## config.mk

```make
export PLATFORM = sky130hd
export DESIGN_NAME = idli_exec_seq
export DESIGN_NICKNAME = d
export VERILOG_FILES = /design/src/rtl/idli_pkg.sv /design/src/rtl/idli_alu.sv /design/src/rtl/idli_exec_seq.sv
export SDC_FILE = /design/constraint.sdc
export NUM_CORES = 1
export LEC_CHECK = 0
export BUFFER_PORTS_ARGS = -buffer_cell sky130_fd_sc_hd__buf_2
export CORE_ASPECT_RATIO = 1.4
export CORE_UTILIZATION = 66
export CTS_CLUSTER_DIAMETER = 120
export DETAILED_ROUTE_END_ITERATION = 7
export GPL_TIMING_DRIVEN = 1
export PLACE_DENSITY_LB_ADDON = 0.12
export REMOVE_ABC_BUFFERS = 1
export SLEW_MARGIN = 20
export SYNTH_ARGS = -nofsm -noshare
export SYNTH_HDL_FRONTEND = slang
export SYNTH_SLANG_ARGS = --single-unit
```

## constraint.sdc

```tcl
create_clock -name i_clk -period 9.3 [get_ports i_clk]
set_input_delay 0.93 -clock i_clk [delete_from_list [all_inputs] [get_ports i_clk]]
set_output_delay 0.93 -clock i_clk [all_outputs]
set_load 0.02 [all_outputs]
```

## src/rtl/idli_pkg.sv

```systemverilog
// idli_pkg: shared types for the bit-serial IDLI core datapath.
// Data words are 16 bits processed as four 4-bit slices, LSB slice first.
package idli_pkg;

  localparam int unsigned SLICE_W  = 4;
  localparam int unsigned DATA_W   = 16;
  localparam int unsigned N_SLICES = DATA_W / SLICE_W;

  typedef logic [SLICE_W-1:0] slice_t;
  typedef logic [DATA_W-1:0]  data_t;
  typedef logic [1:0]         ctr_t;
  typedef logic [1:0]         shamt_t;

  typedef enum logic {
    PIPE_ALU   = 1'b0,
    PIPE_SHIFT = 1'b1
  } pipe_t;

  typedef enum logic [1:0] {
    ALU_ADD = 2'd0,
    ALU_AND = 2'd1,
    ALU_OR  = 2'd2,
    ALU_XOR = 2'd3
  } alu_op_t;

  typedef enum logic [1:0] {
    SHIFT_SRL = 2'd0,
    SHIFT_SRA = 2'd1,
    SHIFT_ROR = 2'd2,
    SHIFT_ROL = 2'd3
  } shift_op_t;

  // CMP_NV is the spare encoding; it always yields a false predicate.
  typedef enum logic [2:0] {
    CMP_EQ  = 3'd0,
    CMP_NE  = 3'd1,
    CMP_LT  = 3'd2,
    CMP_GE  = 3'd3,
    CMP_LTU = 3'd4,
    CMP_GEU = 3'd5,
    CMP_ANY = 3'd6,
    CMP_NV  = 3'd7
  } cmp_op_t;

  typedef enum logic [1:0] {
    EXEC_IDLE   = 2'd0,
    EXEC_ALU    = 2'd1,
    EXEC_SH_IN  = 2'd2,
    EXEC_SH_OUT = 2'd3
  } exec_state_t;

endpackage

```

## src/rtl/idli_alu.sv

```systemverilog
// idli_alu: one 4-bit ALU slice with optional RHS inversion and carry chaining.
// Logic ops report zero carry-out and zero overflow.
module idli_alu
  import idli_pkg::*;
(
  input  alu_op_t op_i,
  input  logic    inv_i,
  input  slice_t  lhs_i,
  input  slice_t  rhs_i,
  input  logic    carry_i,
  output slice_t  res_o,
  output logic    carry_o,
  output logic    ovf_o
);

  slice_t     rhs_eff;
  logic [4:0] sum;

  assign rhs_eff = inv_i ? ~rhs_i : rhs_i;
  assign sum     = {1'b0, lhs_i} + {1'b0, rhs_eff} + {4'b0000, carry_i};

  always_comb begin
    res_o   = sum[3:0];
    carry_o = 1'b0;
    ovf_o   = 1'b0;
    case (op_i)
      ALU_ADD: begin
        res_o   = sum[3:0];
        carry_o = sum[4];
        ovf_o   = (lhs_i[3] == rhs_eff[3]) && (sum[3] != lhs_i[3]);
      end
      ALU_AND: res_o = lhs_i & rhs_eff;
      ALU_OR:  res_o = lhs_i | rhs_eff;
      ALU_XOR: res_o = lhs_i ^ rhs_eff;
      default: res_o = sum[3:0];
    endcase
  end

endmodule

```

## src/rtl/idli_exec_seq.sv

```systemverilog
// idli_exec_seq: slice-serial execute sequencer for the ALU and shift pipes.
// Define IDLI_EXEC_CMP_EN to include the compare predicate logic.
//
// Handshake: an op transfers on a rising edge where i_op_vld && o_op_rdy;
// o_op_rdy is registered, and op fields are sampled only on that edge.
module idli_exec_seq
  import idli_pkg::*;
(
  input  logic        i_clk,
  input  logic        i_rst_n,
  input  logic        i_op_vld,
  output logic        o_op_rdy,
  input  pipe_t       i_op_pipe,
  input  alu_op_t     i_op_alu,
  input  logic        i_op_inv,
  input  shift_op_t   i_op_shift,
  input  shamt_t      i_op_shamt,
  input  cmp_op_t     i_op_cmp,
  input  logic        i_op_cmp_en,
  input  slice_t      i_lhs,
  input  slice_t      i_rhs,
  output logic        o_slice_req,
  output ctr_t        o_ctr,
  output logic        o_res_vld,
  output slice_t      o_res,
  output logic        o_pred_vld,
  output logic        o_pred,
  output exec_state_t o_state
);

  exec_state_t state_q, state_d;
  ctr_t        ctr_q, ctr_d;
  logic        rdy_q, rdy_d;
  logic        res_vld_q, res_vld_d;
  slice_t      res_q, res_d;
  logic        accept;

  alu_op_t     alu_q;
  logic        inv_q;
  shift_op_t   shift_q;
  shamt_t      shamt_q;
  logic        carry_q;
  data_t       sh_buf_q;

  slice_t      alu_res;
  logic        alu_cin, alu_cout, alu_ovf;
  logic [4:0]  sh_amt;
  data_t       sh_word;
  slice_t      sh_slice;

  assign accept = i_op_vld && rdy_q;

  always_ff @(posedge i_clk or negedge i_rst_n) begin
    if (!i_rst_n) begin
      state_q   <= EXEC_IDLE;
      ctr_q     <= '0;
      rdy_q     <= 1'b0;
      res_vld_q <= 1'b0;
      res_q     <= '0;
    end else begin
      state_q   <= state_d;
      ctr_q     <= ctr_d;
      rdy_q     <= rdy_d;
      res_vld_q <= res_vld_d;
      res_q     <= res_d;
    end
  end

  // Accept is only possible in IDLE or on the last slice of ALU/SH_OUT.
  always_comb begin
    state_d = state_q;
    ctr_d   = ctr_q;
    if (accept) begin
      state_d = (i_op_pipe == PIPE_SHIFT) ? EXEC_SH_IN : EXEC_ALU;
      ctr_d   = '0;
    end else begin
      case (state_q)
        EXEC_IDLE: ctr_d = '0;
        EXEC_SH_IN: begin
          ctr_d = ctr_q + 2'd1;
          if (ctr_q == 2'd3) state_d = EXEC_SH_OUT;
        end
        default: begin
          ctr_d = ctr_q + 2'd1;
          if (ctr_q == 2'd3) state_d = EXEC_IDLE;
        end
      endcase
    end
  end

  always_comb begin
    rdy_d       = (state_d == EXEC_IDLE) ||
                  (((state_d == EXEC_ALU) || (state_d == EXEC_SH_OUT)) && (ctr_d == 2'd3));
    res_vld_d   = (state_q == EXEC_ALU) || (state_q == EXEC_SH_OUT);
    o_slice_req = (state_q == EXEC_ALU) || (state_q == EXEC_SH_IN);
    res_d       = '0;
    if (state_q == EXEC_ALU)         res_d = alu_res;
    else if (state_q == EXEC_SH_OUT) res_d = sh_slice;
  end

  always_ff @(posedge i_clk or negedge i_rst_n) begin
    if (!i_rst_n) begin
      alu_q   <= ALU_ADD;
      inv_q   <= 1'b0;
      shift_q <= SHIFT_SRL;
      shamt_q <= '0;
    end else if (accept) begin
      alu_q   <= i_op_alu;
      inv_q   <= i_op_inv;
      shift_q <= i_op_shift;
      shamt_q <= i_op_shamt;
    end
  end

  assign alu_cin = (ctr_q == 2'd0) ? inv_q : carry_q;

  idli_alu u_alu (
    .op_i    (alu_q),
    .inv_i   (inv_q),
    .lhs_i   (i_lhs),
    .rhs_i   (i_rhs),
    .carry_i (alu_cin),
    .res_o   (alu_res),
    .carry_o (alu_cout),
    .ovf_o   (alu_ovf)
  );

  // Shift input arrives LSB slice first, so it enters the buffer from the top.
  always_ff @(posedge i_clk or negedge i_rst_n) begin
    if (!i_rst_n) begin
      carry_q  <= 1'b0;
      sh_buf_q <= '0;
    end else begin
      if (state_q == EXEC_ALU)   carry_q  <= alu_cout;
      if (state_q == EXEC_SH_IN) sh_buf_q <= {i_lhs, sh_buf_q[DATA_W-1:SLICE_W]};
    end
  end

  assign sh_amt = {3'b000, shamt_q} + 5'd1;

  always_comb begin
    sh_word = sh_buf_q;
    case (shift_q)
      SHIFT_SRL: sh_word = sh_buf_q >> sh_amt;
      SHIFT_SRA: sh_word = data_t'($signed(sh_buf_q) >>> sh_amt);
      SHIFT_ROR: sh_word = (sh_buf_q >> sh_amt) | (sh_buf_q << (5'd16 - sh_amt));
      SHIFT_ROL: sh_word = (sh_buf_q << sh_amt) | (sh_buf_q >> (5'd16 - sh_amt));
      default:   sh_word = sh_buf_q;
    endcase
  end

  assign sh_slice = sh_word[{ctr_q, 2'b00} +: SLICE_W];

`ifdef IDLI_EXEC_CMP_EN
  cmp_op_t cmp_q;
  logic    cmp_en_q;
  logic    zero_q;
  logic    all_zero, cmp_res, pred_fire;
  logic    pred_vld_q, pred_q;

  always_comb begin
    all_zero  = ((ctr_q == 2'd0) || zero_q) && (alu_res == '0);
    pred_fire = (state_q == EXEC_ALU) && (ctr_q == 2'd3) && cmp_en_q;
    case (cmp_q)
      CMP_EQ:  cmp_res = all_zero;
      CMP_NE:  cmp_res = !all_zero;
      CMP_LT:  cmp_res = alu_res[3] ^ alu_ovf;
      CMP_GE:  cmp_res = !(alu_res[3] ^ alu_ovf);
      CMP_LTU: cmp_res = !alu_cout;
      CMP_GEU: cmp_res = alu_cout;
      CMP_ANY: cmp_res = 1'b1;
      default: cmp_res = 1'b0;
    endcase
  end

  always_ff @(posedge i_clk or negedge i_rst_n) begin
    if (!i_rst_n) begin
      cmp_q      <= CMP_EQ;
      cmp_en_q   <= 1'b0;
      zero_q     <= 1'b0;
      pred_vld_q <= 1'b0;
      pred_q     <= 1'b0;
    end else begin
      if (accept) begin
        cmp_q    <= i_op_cmp;
        cmp_en_q <= i_op_cmp_en && (i_op_pipe == PIPE_ALU);
      end
      if (state_q == EXEC_ALU) zero_q <= all_zero;
      pred_vld_q <= pred_fire;
      pred_q     <= pred_fire && cmp_res;
    end
  end

  assign o_pred_vld = pred_vld_q;
  assign o_pred     = pred_q;
`else
  logic unused_cmp;
  assign unused_cmp = ^{i_op_cmp, i_op_cmp_en, alu_ovf};
  assign o_pred_vld = 1'b0;
  assign o_pred     = 1'b0;
`endif

  assign o_op_rdy  = rdy_q;
  assign o_ctr     = ctr_q;
  assign o_res_vld = res_vld_q;
  assign o_res     = res_q;
  assign o_state   = state_q;

endmodule
```

# ---- Yosys cells after proc, flatten, opt, wreduce, memory -nomap -nowiden
# Cells that the tools add are included.
dict set report totals {
  reg_bits 34
  wordCells 66
  in_bits 23
}
dict set report classes {
  shifts 6
  n_eq_ne 13
  addsub 5
  mux 14
  bitwise 6
  n_reduce_logical 11
}
# cell count
set ops {}
lappend ops {{16-bit one-hot mux with 4 select lines} 1}
lappend ops {{16-bit OR} 2}
lappend ops {{2-bit == test (second input constant)} 9}
lappend ops {{4-bit one-hot mux with 4 select lines} 1}
lappend ops {{16-bit by 5-bit indexed part select with 4-bit output} 1}
lappend ops {{16-bit by 3-bit left shift with 16-bit output} 1}
lappend ops {{16-bit by 5-bit left shift with 16-bit output} 1}
lappend ops {{16-bit by 3-bit right shift with 16-bit output} 1}
lappend ops {{16-bit by 5-bit right shift with 16-bit output} 1}
lappend ops {{16-bit by 3-bit >>> shifter with 16-bit output} 1}
lappend ops {{2-bit two-way mux} 6}
lappend ops {{4-bit two-way mux} 3}
lappend ops {{2-bit logical NOT} 5}
lappend ops {{2-bit by 1-bit == test with 1-bit output (second input constant)} 4}
lappend ops {{4-bit by 4-bit adder with 5-bit output} 1}
lappend ops {{5-bit by 1-bit adder with 5-bit output} 1}
lappend ops {{5-bit by 3-bit subtractor with 5-bit output (first input constant)} 1}
lappend ops {{4-bit bitwise AND} 1}
lappend ops {{1-bit logical OR} 4}
lappend ops {{4-bit inverter} 1}
lappend ops {{4-bit OR} 1}
lappend ops {{2-bit one-hot mux with 2 select lines} 1}
lappend ops {{4-bit XOR} 1}
lappend ops {{2-bit by 1-bit adder with 3-bit output (second input constant)} 1}
lappend ops {{other kinds (3)} 5}

# ---- Longest topological paths before layout
# Gate-level depths: netlist (run 1).
dict set report logic_depth {
  word_depth 8
  ltp_mapped 15
}

# ---- Hierarchy
# Synthesis (run 1) repeated with hierarchy kept, for this count alone.
dict set report unflattened {
  hier_cells 575
  hier_area_um2 4924.7
}
# mod instances area_per_inst_um2 seq_area_each_um2 cells_each
set modules_own_cells {}
lappend modules_own_cells {idli_exec_seq 1 4519.3 850.8 526}
lappend modules_own_cells {idli_alu 1 405.4 0.0 49}

# ---- Worst setup path after synthesis (run 1)
# OpenSTA, ideal clock, no wires.
dict set report synth_path {
  kind {input to register}
  startpoint {input i_rhs[0]}
  endpoint {register res_q[2], in the netlist o_res[2]}
  setup_ns 0.126
  t_arrival_ns 2.994
  stages 10
  path_slack_ns 6.180
  cell_sequence {xor2_1 inv_1 fa_1 fa_1 nand2b_1 mux2_2 nor2_1 a311o_1 o211ai_1 o32a_1}
}
dict set report synth_between {
  elab_chain_len 6
}
# element line_no
set synth_rtl {}
lappend synth_rtl {{start, declared} idli_exec_seq.sv:21} ;# input slice_t i_rhs,
lappend synth_rtl {{4-bit inverter} idli_alu.sv:19} ;# assign rhs_eff = inv_i ? ~rhs_i : rhs_i;
lappend synth_rtl {{4-bit two-way mux *} idli_alu.sv:19}
lappend synth_rtl {{4-bit by 4-bit adder with 5-bit output *} idli_alu.sv:20} ;# assign sum = {1'b0, lhs_i} + {1'b0, rhs_eff} + {4'b0000, carry_i};
lappend synth_rtl {{5-bit by 1-bit adder with 5-bit output *} idli_alu.sv:20}
lappend synth_rtl {{4-bit one-hot mux with 4 select lines *} idli_alu.sv:26} ;# case (op_i)
lappend synth_rtl {{4-bit two-way mux *} idli_exec_seq.sv:97} ;# if (state_q == EXEC_ALU) res_d = alu_res;
lappend synth_rtl {{via res_d[2]} idli_exec_seq.sv:35} ;# slice_t res_q, res_d;
lappend synth_rtl {{end signal, assigned} idli_exec_seq.sv:65} ;# res_q <= res_d;
lappend synth_rtl {{end, declared} idli_exec_seq.sv:35}
# The timed path passes the listed nets; every way through them passes the cells marked *.
# A chain may end at the register's enable or synchronous reset.

# ---- Worst setup path in the final report (run 1)
dict set report layout_path {
  startpoint {register shamt_q[0]}
  endpoint {register res_q[0], in the netlist o_res[0]}
}
dict set report layout_between {
  elab_chain_len 8
  elab_cells_between_ends 13
  classes_between {add/sub (2); shift (6); mux (3); bitwise (2)}
}
# element line_no
set layout_rtl {}
lappend layout_rtl {{start, declared} idli_exec_seq.sv:41} ;# shamt_t shamt_q;
lappend layout_rtl {{start signal, assigned} idli_exec_seq.sv:111} ;# shamt_q <= i_op_shamt;
lappend layout_rtl {{2-bit by 1-bit adder with 3-bit output *} idli_exec_seq.sv:139} ;# assign sh_amt = {3'b000, shamt_q} + 5'd1;
lappend layout_rtl {{5-bit by 3-bit subtractor with 5-bit output} {idli_exec_seq.sv:146, idli_exec_seq.sv:147}}
lappend layout_rtl {{16-bit by 5-bit right shift with 16-bit output / 16-bit by 5-bit left shift with 16-bit output (equally long branches)} {idli_exec_seq.sv:147, idli_exec_seq.sv:146}}
lappend layout_rtl {{16-bit OR, on equally long branches} {idli_exec_seq.sv:147, idli_exec_seq.sv:146}}
lappend layout_rtl {{16-bit one-hot mux with 4 select lines *} idli_exec_seq.sv:143} ;# case (shift_q)
lappend layout_rtl {{16-bit by 5-bit indexed part select with 4-bit output *} idli_exec_seq.sv:152} ;# assign sh_slice = sh_word[{ctr_q, 2'b00} +: SLICE_W];
lappend layout_rtl {{4-bit two-way mux *} idli_exec_seq.sv:98} ;# else if (state_q == EXEC_SH_OUT) res_d = sh_slice;
lappend layout_rtl {{4-bit two-way mux *} idli_exec_seq.sv:97}
lappend layout_rtl {{via res_d[0]} idli_exec_seq.sv:35}
# Marked as above.

==> flow_summary.yaml, run 1 <==
finish:
  drive_above_1_share_pct: 19.0
  num_antenna_cells: 0
  syn_to_final_growth_pct: 0.687
  finalNonFillerCells: 658
  fin_nets: 605
flow_run:
  maxCapViolations: 0
synth:
  synth.avg_cell_area_um2: 8.32
  ys_async_sr_fraction_pct: 100
  yosys.area.top_type_share_pct: 17.3
  synth_most_common_cell: "nand2_1"
  ys_seq_area_share_pct: 17.3
  yosys-top-cells-area: "dfrtp_1 17%, mux2i_1 9.0%, mux2_2 8.2%, mux4_2 7.3%, ha_1 4.6%"
  synth_top_area_cell: "dfrtp_1"
  yosysUniqueCellTypes: 72
  ys_ff_latch: 34
  yosys_most_used_dff: "dfrtp_1"
  yosysWarnings: 0
  netlist_instances: 591
  synth_edf_count: 0
  synth_top_cells_by_count: "53 x nand2_1, 44 x mux2i_1, 41 x clkbuf_1"
  syn_area_mm2: 0.00492
grt:
  grt_overflow_total: 0
  antenna_found_initial: 0
  grt_pass1_vias: 5123
  met2_usage_pct: 70.0
  grtUsageTotal_pct: 49.3
  met1_usage_pct: 59.8
  top_usage_layer: "met2"
  grt_pass1_wl_mm: 28.3
  use_met3_pct: 17.6
  grt_max_degree: 56
run_status:
  status: "finished clean"
sta:
  hold_viol_final: 0
  setup_viol: 0
  period_needed_ns: 5.04
  finClkSkew_ns: 0.00347
  fin_hold_ws_ns: 0.560
  worst_pin_slew_ns: 0.958
  tns_ns: 0
  slew_headroom_pct: 36.1
  fin_crit_sh_pct: 54.2
  finalWorstSetupSlack_ns: 4.26
  rsz0062_at_grt: "false"
  slew_violations: 0
  max_freq_mhz: 198
setup_path:
  timing.critical_path.buf_inv: 1
  path_common_cell: "ha_1"
  cpLargestDelayFamily: "adder cells"
  reg2reg_depth: 9
  cp-end-kind: "flop"
  crit_type: "reg2reg"
  cp_slowest_cell: "ha_1"
  required_ns: 9.47
  cp_num_cells: 9
  cp-start-kind: "flop"
  cp.arrival_ns: 5.21
  cp_cell_sequence: "ha_1 > clkinv_1 > ha_1 > or3b_2 > o22ai_1 > a311o_1 > a211oi_1 > a31oi_1 > o32a_1"
  critPathMaxFanout: 30
  max_stage_delay_ns: 1.07
cts:
  clock_latency_ns: 0.29
  cts_buffers: 5
  cts_resized: 0
  ctsHoldBuffers: 0
  cts_htree_levels: 2
  cts_tree: "yes"
  cts_setup_buffers: 0
  clk_path_buf_depth: 2
  cts.clk_slew.worst_paths_ns: 0.07
  cts.sinks: 34
  clock-root-buffer: "clkbuf_8"
min_path:
  hold_class: "reg2reg"
  min_path_cells: 2
placed_design:
  io_buffers: 29
  dp.cells: 650
  place_congestion: 1.05
  pre_cts_slack_ns: 4.45
  detailed_place_hpwl_mm: 12.0
floorplanning:
  start_util_pct: 69.6
  die_h_um: 104
  rows: 36
  dieArea_mm2: 0.00781
  die_w_um: 75.0
  core_area_mm2: 0.00707
  io_pins: 36
detailed_routing:
  wl_per_cell_um: 27.7
  drt-total-wl_mm: 18.2
  postRouteAntennaNets: 0
  drtIter0Drc: 858
  via_per_inst: 7.98
  route.detailed.drc: 0
  vias: 5249
  firstDrtPassIters: 7
## tightest hold or removal path, stage by stage (launching register included)
cell,delay (ns)
dfrtp_1,0.37
inv_1,0.05
o21ai_0,0.09
## logic make-up (layout without fill, tap and decap cells)
group / Yosys count / in the layout / share of synthesized area (%)
other cells: 1 / 2 / 0.0762
xor+xnor: 5 / 5 / 0.890
mux: 101 / 101 / 25.9
simple gates: 170 / 170 / 18.0
flops: 34 / 34 / 17.3
fa+ha+maj: 20 / 20 / 5.39
compound gates: 165 / 165 / 23.4
buf+inv: 95 / 66 / 9.03
## layout by cell type (no fill, tap or decap), types with 3 or more instances in the layout
| master | n |
|---|---|
| dfrtp_1 | 33 |
| a21boi_0 | 3 |
| a31oi_1 | 10 |
| buf_4 | 4 |
| a311oi_1 | 8 |
| nand2b_1 | 15 |
| clkbuf_8 | 5 |
| nor2b_1 | 10 |
| ha_1 | 17 |
| nand3_1 | 16 |
| mux2_2 | 36 |
| nor3_1 | 11 |
| nor4_1 | 5 |
| or3_1 | 4 |
| o31ai_1 | 3 |
| a311o_1 | 4 |
| mux2_4 | 3 |
| mux2i_1 | 44 |
| o211ai_1 | 13 |
| o22ai_1 | 11 |
| o221ai_1 | 6 |
| nand3b_1 | 4 |
| o2111ai_1 | 6 |
| or2_2 | 3 |
| a211oi_1 | 7 |
| o311ai_0 | 3 |
| buf_2 | 29 |
| xor2_1 | 4 |
| o41ai_1 | 3 |
| nor2_1 | 24 |
| inv_1 | 22 |
| and2_1 | 7 |
| a21oi_1 | 23 |
| o21ai_0 | 37 |
| a2111oi_0 | 4 |
| nand2_1 | 53 |
| mux4_2 | 16 |
| nor3b_1 | 5 |
| a211o_1 | 5 |
## state kept, by name, summed over array words and instances, names as in the netlist
signal,flops
inv_q,1
shamt_q,2
sh_buf_q,16
o_ctr,2
shift_q,2
o_res,4
alu_q,2
o_state,2
carry_q,1
o_op_rdy,1
o_res_vld,1
## worst paths after layout
path	start	end	slack, ns
worst max-delay path	shamt_q[0]	o_res[0]	4.26
worst min-delay path	carry_q	carry_q	0.56
worst max register to register	shamt_q[0]	o_res[0]	4.26
worst min register to register	carry_q	carry_q	0.56
max in group asynchronous	i_rst_n	shamt_q[0]	8.07
min in group asynchronous	i_rst_n	o_op_rdy	0.71
## area by class of cell
type                       count  area [um^2]
timing repair buffer          33          175
tap                           95          119
clock inverter                 2         10.0
multi-input combinational    463         3630
fill                         563         2120
clock buffer                   6         72.6
sequential                    34          852
inverter                      25         93.8
## per-layer routing
layer	wire [um]	share of wire [%]	up-vias
met5	0	0	-
met4	1670	9.2	0
met3	2680	15	160
met2	7720	42	506
met1	6130	34	2410
li1	-	-	2173
## stage by stage
stage | cell area [um^2] | utilization [%]
5_1_grt | 4950 | 70.0
3_3_place_gp | 4870 | 68.9
6_report | 4950 | 70.0
4_1_cts | 4950 | 70.0
3_5_place_dp | 4870 | 68.9
2_1_floorplan | 4570 | -
Power of run 1 is not shown: default switching activity piles up to over one toggle a cycle in this logic, so the estimate is an artifact.
==> inputs of run 2 (changes only) <==
CORE_UTILIZATION = 63   (was 66)
clock period = 4.9 ns   (was 9.3 ns; I/O delays follow)
==> run 2 against run 1 <==
Non-clock buffer count increased by 6; die area grew 4.6%; global-route usage down 2.0 points; clock skew increased by 0.0049 ns; via count is 1.1% higher; register-to-register slack lost 3.2 ns; core utilization down 2.5 points; worst hold slack worse by 0.31 ns; highest routed layer unchanged; sequential share of layout area fell by 0.28 points; first-iteration DRC count is 1.6% lower; critical endpoint unchanged.
==> flow_summary.yaml, run 2 (synthesis results as in run 1) <==
grt:
  grt_max_degree: 82
  grtUsageTotal_pct: 47.3
  grt_pass1_vias: 5058
  grt_overflow_total: 0
  grt_pass1_wl_mm: 29.2
  antenna_found_initial: 0
detailed_routing:
  drt-total-wl_mm: 18.6
  firstDrtPassIters: 5
  wl_per_cell_um: 28.0
  via_per_inst: 7.97
  postRouteAntennaNets: 0
  route.detailed.drc: 0
  vias: 5306
  drtIter0Drc: 844
placed_design:
  place_congestion: 1.04
  place_area_mm2: 0.00492
  dp.cells: 658
  io_buffers: 29
  detailed_place_hpwl_mm: 12.4
setup_path:
  cp.arrival_ns: 4.01
  crit_type: "reg2reg"
  cp_slowest_cell: "ha_2"
  critPathMaxFanout: 30
  cp-end-kind: "flop"
  cp_cell_sequence: "inv_2 > ha_2 > buf_4 > mux2i_1 > mux2i_1 > o21ai_0 > o22ai_1 > a211o_1 > o32a_1"
  rrSetupSlack_ns: 1.07
  required_ns: 5.08
  cp-start-kind: "flop"
  r2r_end: "o_res[0]"
  path_common_cell: "mux2i_1"
  max_stage_delay_ns: 0.87
  reg2reg_depth: 9
  reg2reg_from: "shamt_q[1]"
finish:
  mostFrequentLayoutCells: "53 x nand2_1, 44 x mux2i_1, 37 x o21ai_0"
  final_common_cell: "nand2_1"
  syn_to_final_growth_pct: 2.34
  fin_nets: 611
  fillers: 595
  largest_reg_flops: 16
  top_register: "sh_buf_q"
  final_cell_area_mm2: 0.00503
  finalNonFillerCells: 666
  drive_above_1_share_pct: 19.9
  num_antenna_cells: 0
floorplanning:
  core_area_mm2: 0.00745
  rows: 37
  io_pins: 36
  start_util_pct: 66.0
  dieArea_mm2: 0.00817
  die_w_um: 76.7
  die_h_um: 107
sta:
  slew_headroom_pct: 37.7
  slew_violations: 0
  hold_viol_final: 0
  finClkSkew_ns: 0.00836
  max_freq_mhz: 261
  period_needed_ns: 3.83
  fin_crit_sh_pct: 78.2
  rsz0062_at_grt: "false"
  worst_pin_slew_ns: 0.934
  setup_viol: 0
flow_run:
  maxCapViolations: 0
cts:
  cts_tree: "yes"
  clock_latency_ns: 0.29
  cts_setup_buffers: 0
  clk_path_buf_depth: 2
  cts_buffers: 5
  ctsHoldBuffers: 0
  cts.sinks: 34
  cts.clk_slew.worst_paths_ns: 0.07
  cts_resized: 0
  clock-root-buffer: "clkbuf_8"
  cts_htree_levels: 2
min_path:
  hold_class: "in2async"
run_status:
  status: "finished clean"
## run 2: layer usage
metal | global-route usage, % | wire [um]
met1 | 57.2 | 6360
met2 | 73.5 | 8260
met3 | 11.5 | 2520
met4 | 33.4 | 1490
met5 | 0 | 0
## run 2: worst max path at each step
stage / startpoint / to / slack (ns) / cells after the start
5_1_grt: o_ctr[0] / o_res[1] / 0.97 / 11
6_report: shamt_q[1] / o_res[0] / 1.07 / 9
3_5_place_dp: shamt_q[1] / o_res[0] / 1.28 / 9
2_1_floorplan: shamt_q[0] / o_res[3] / -1.16 / 8
3_3_place_gp: shamt_q[1] / o_res[0] / 1.33 / 9
4_1_cts: shamt_q[1] / o_res[0] / 1.27 / 9
## run 2: cell type report
type                       count  area, um^2  share of cell area (%)
clock buffer                   7        86.3                    1.72
clock inverter                 1        30.0                   0.597
inverter                      25        93.8                    1.86
multi-input combinational    463        3630                    72.1
sequential                    34         852                    16.9
tap                           97         121                    2.41
timing repair buffer          39         220                    4.37
## run 2: through the flow
step | hold WS, ns | setup WS [ns] | util [%] | setup TNS (ns)
5_1_grt | 0.321 | 0.974 | 67.5 | 0
4_1_cts | 0.271 | 1.27 | 67.5 | 0
2_1_floorplan | 0.194 | -1.16 | - | -3.99
3_3_place_gp | 0.510 | 1.33 | 66.0 | 0
3_5_place_dp | 0.526 | 1.28 | 66.0 | 0
6_report | 0.247 | 1.07 | 67.5 | 0
## run 2: worst max-delay path, delay by kind of cell, from the launching register on
kind,cells,cell delay [ns]
AO/OA/AOI/OAI,4,0.86
adder cells (fa/ha/maj),1,0.87
flip-flops,1,0.59
multiplexers,2,0.86
buffers and inverters,2,0.52
Power of run 2 is left out for the same reason.
==> inputs of run 3 (changes only) <==
CORE_UTILIZATION = 57   (was 63)
clock period = 3.5 ns   (was 4.9 ns; I/O delays follow)
==> run 3 against run 2 <==
Global-route usage decreased by 2.2 points; count of clock-buffer cells in the layout decreased by 1; final area increased by 4.5%; first-iteration DRC count decreased by 20%; worst hold slack got worse by 0.12 ns; worst setup slack got worse by 0.84 ns; die area increased by 10%; core utilization decreased by 3.7 points; register-to-register slack got worse by 0.84 ns; sequential cell count unchanged; fmax increased by 17%; final cell count increased by 4.5%; critical endpoint unchanged.
==> flow_summary.yaml, run 3 (synthesis results as in run 1) <==
setup_path:
  reg2reg_from: "shamt_q[1]"
  rrSetupSlack_ns: 0.23
  required_ns: 3.71
  path_common_cell: "buf_4"
  critPathLaunch: "shamt_q[1]"
  cp_slowest_cell: "dfrtp_1"
  max_stage_delay_ns: 0.59
  cp.arrival_ns: 3.49
  cp-end-kind: "flop"
  cp-start-kind: "flop"
  critPathMaxFanout: 13
  crit_type: "reg2reg"
  reg2reg_depth: 10
  cp_cell_sequence: "inv_2 > ha_2 > buf_4 > mux2_4 > nor2_1 > a2111oi_0 > buf_4 > a211oi_1 > a31oi_1 > o32a_1"
finish:
  fin_nets: 636
  syn_to_final_growth_pct: 7.00
  largest_reg_flops: 16
  fillers: 703
  final_common_cell: "nand2_1"
  top_register: "sh_buf_q"
  drive_above_1_share_pct: 23.2
  mostFrequentLayoutCells: "53 x nand2_1, 44 x mux2i_1, 37 x o21ai_0"
  num_antenna_cells: 0
sta:
  worst_pin_slew_ns: 0.893
  max_freq_mhz: 305
  finalWorstSetupSlack_ns: 0.226
  slew_violations: 0
  finClkSkew_ns: 0.00398
  rsz0062_at_grt: "false"
  slew_headroom_pct: 40.4
  fin_hold_ws_ns: 0.131
  hold_viol_final: 0
  setup_viol: 0
  fin_crit_sh_pct: 93.5
  period_needed_ns: 3.27
grt:
  grt_pass1_vias: 5211
  grtUsageTotal_pct: 45.1
  grt_max_degree: 52
  grt_pass1_wl_mm: 29.9
  grt_overflow_total: 0
  antenna_found_initial: 0
cts:
  cts_htree_levels: 2
  cts_setup_buffers: 0
  cts.sinks: 34
  cts_buffers: 5
  clock_latency_ns: 0.28
  cts.clk_slew.worst_paths_ns: 0.06
  clk_path_buf_depth: 2
  clock-root-buffer: "clkbuf_16"
  ctsHoldBuffers: 0
  cts_tree: "yes"
  cts_resized: 0
floorplanning:
  rows: 39
  dieArea_mm2: 0.00901
  core_area_mm2: 0.00825
  start_util_pct: 59.6
  die_h_um: 112
  die_w_um: 80.5
  io_pins: 36
detailed_routing:
  drt-total-wl_mm: 19.2
  wl_per_cell_um: 27.5
  postRouteAntennaNets: 0
  vias: 5311
  route.detailed.drc: 0
  via_per_inst: 7.63
  drtIter0Drc: 679
  firstDrtPassIters: 6
placed_design:
  pre_cts_slack_ns: 0.347
  detailed_place_hpwl_mm: 13.5
  place_congestion: 1.05
  io_buffers: 29
run_status:
  status: "finished clean"
flow_run:
  maxCapViolations: 0
min_path:
  hold_class: "in2async"
run 3: changes by cell type in the layout (fill, tap and decap cells not counted), sizes merged:
cell / previous run / this run
buf: 39 / 64
bufinv: 1 / 0
clkbuf: 7 / 6
clkinv: 2 / 4
run 3: worst paths after layout:
kind | to
max in group asynchronous | shamt_q[0]
worst max register to register | o_res[0]
worst max-delay path | o_res[0]
min in group i_clk | shamt_q[1]
worst min register to register | carry_q
worst min-delay path | sh_buf_q[9]
run 3: critical path, delay by kind of cell, from the launching register on:
family                     cells  cell delay [ns]
buffers and inverters          3             0.55
DFF                            1             0.59
muxes                          1             0.23
AOI/OAI and AO/OA              4             1.27
and+or+nand+nor                1             0.05
adders and majority gates      1             0.51
run 3: routing by layer:
layer | global-route usage, % | part of all wire [%]
met1 | 55.1 | 35
met2 | 67.2 | 44
met3 | 11.0 | 11
met4 | 34.5 | 9.5
met5 | 0 | 0
run 3: per-stage QoR:
step	utilization (%)	TNS (ns)	cells	cell area, um^2
2_1_floorplan	-	-9.59	522	4570
3_3_place_gp	62.1	0	688	5120
3_5_place_dp	62.1	0	688	5120
4_1_cts	63.8	0	696	5260
5_1_grt	63.8	0	696	5260
6_report	63.8	0	696	5260
run 3: cell type report:
type                    count  area (um^2)  area share [%]
clock buffers               6          129            2.45
clock inverters             2         10.0           0.190
inverters                  25         93.8            1.78
multi-input cells         463         3630            69.0
flip-flops and latches     34          852            16.2
well taps                 102          128            2.43
repair buffers             64          420            7.99
Power of run 3 is left out for the same reason.
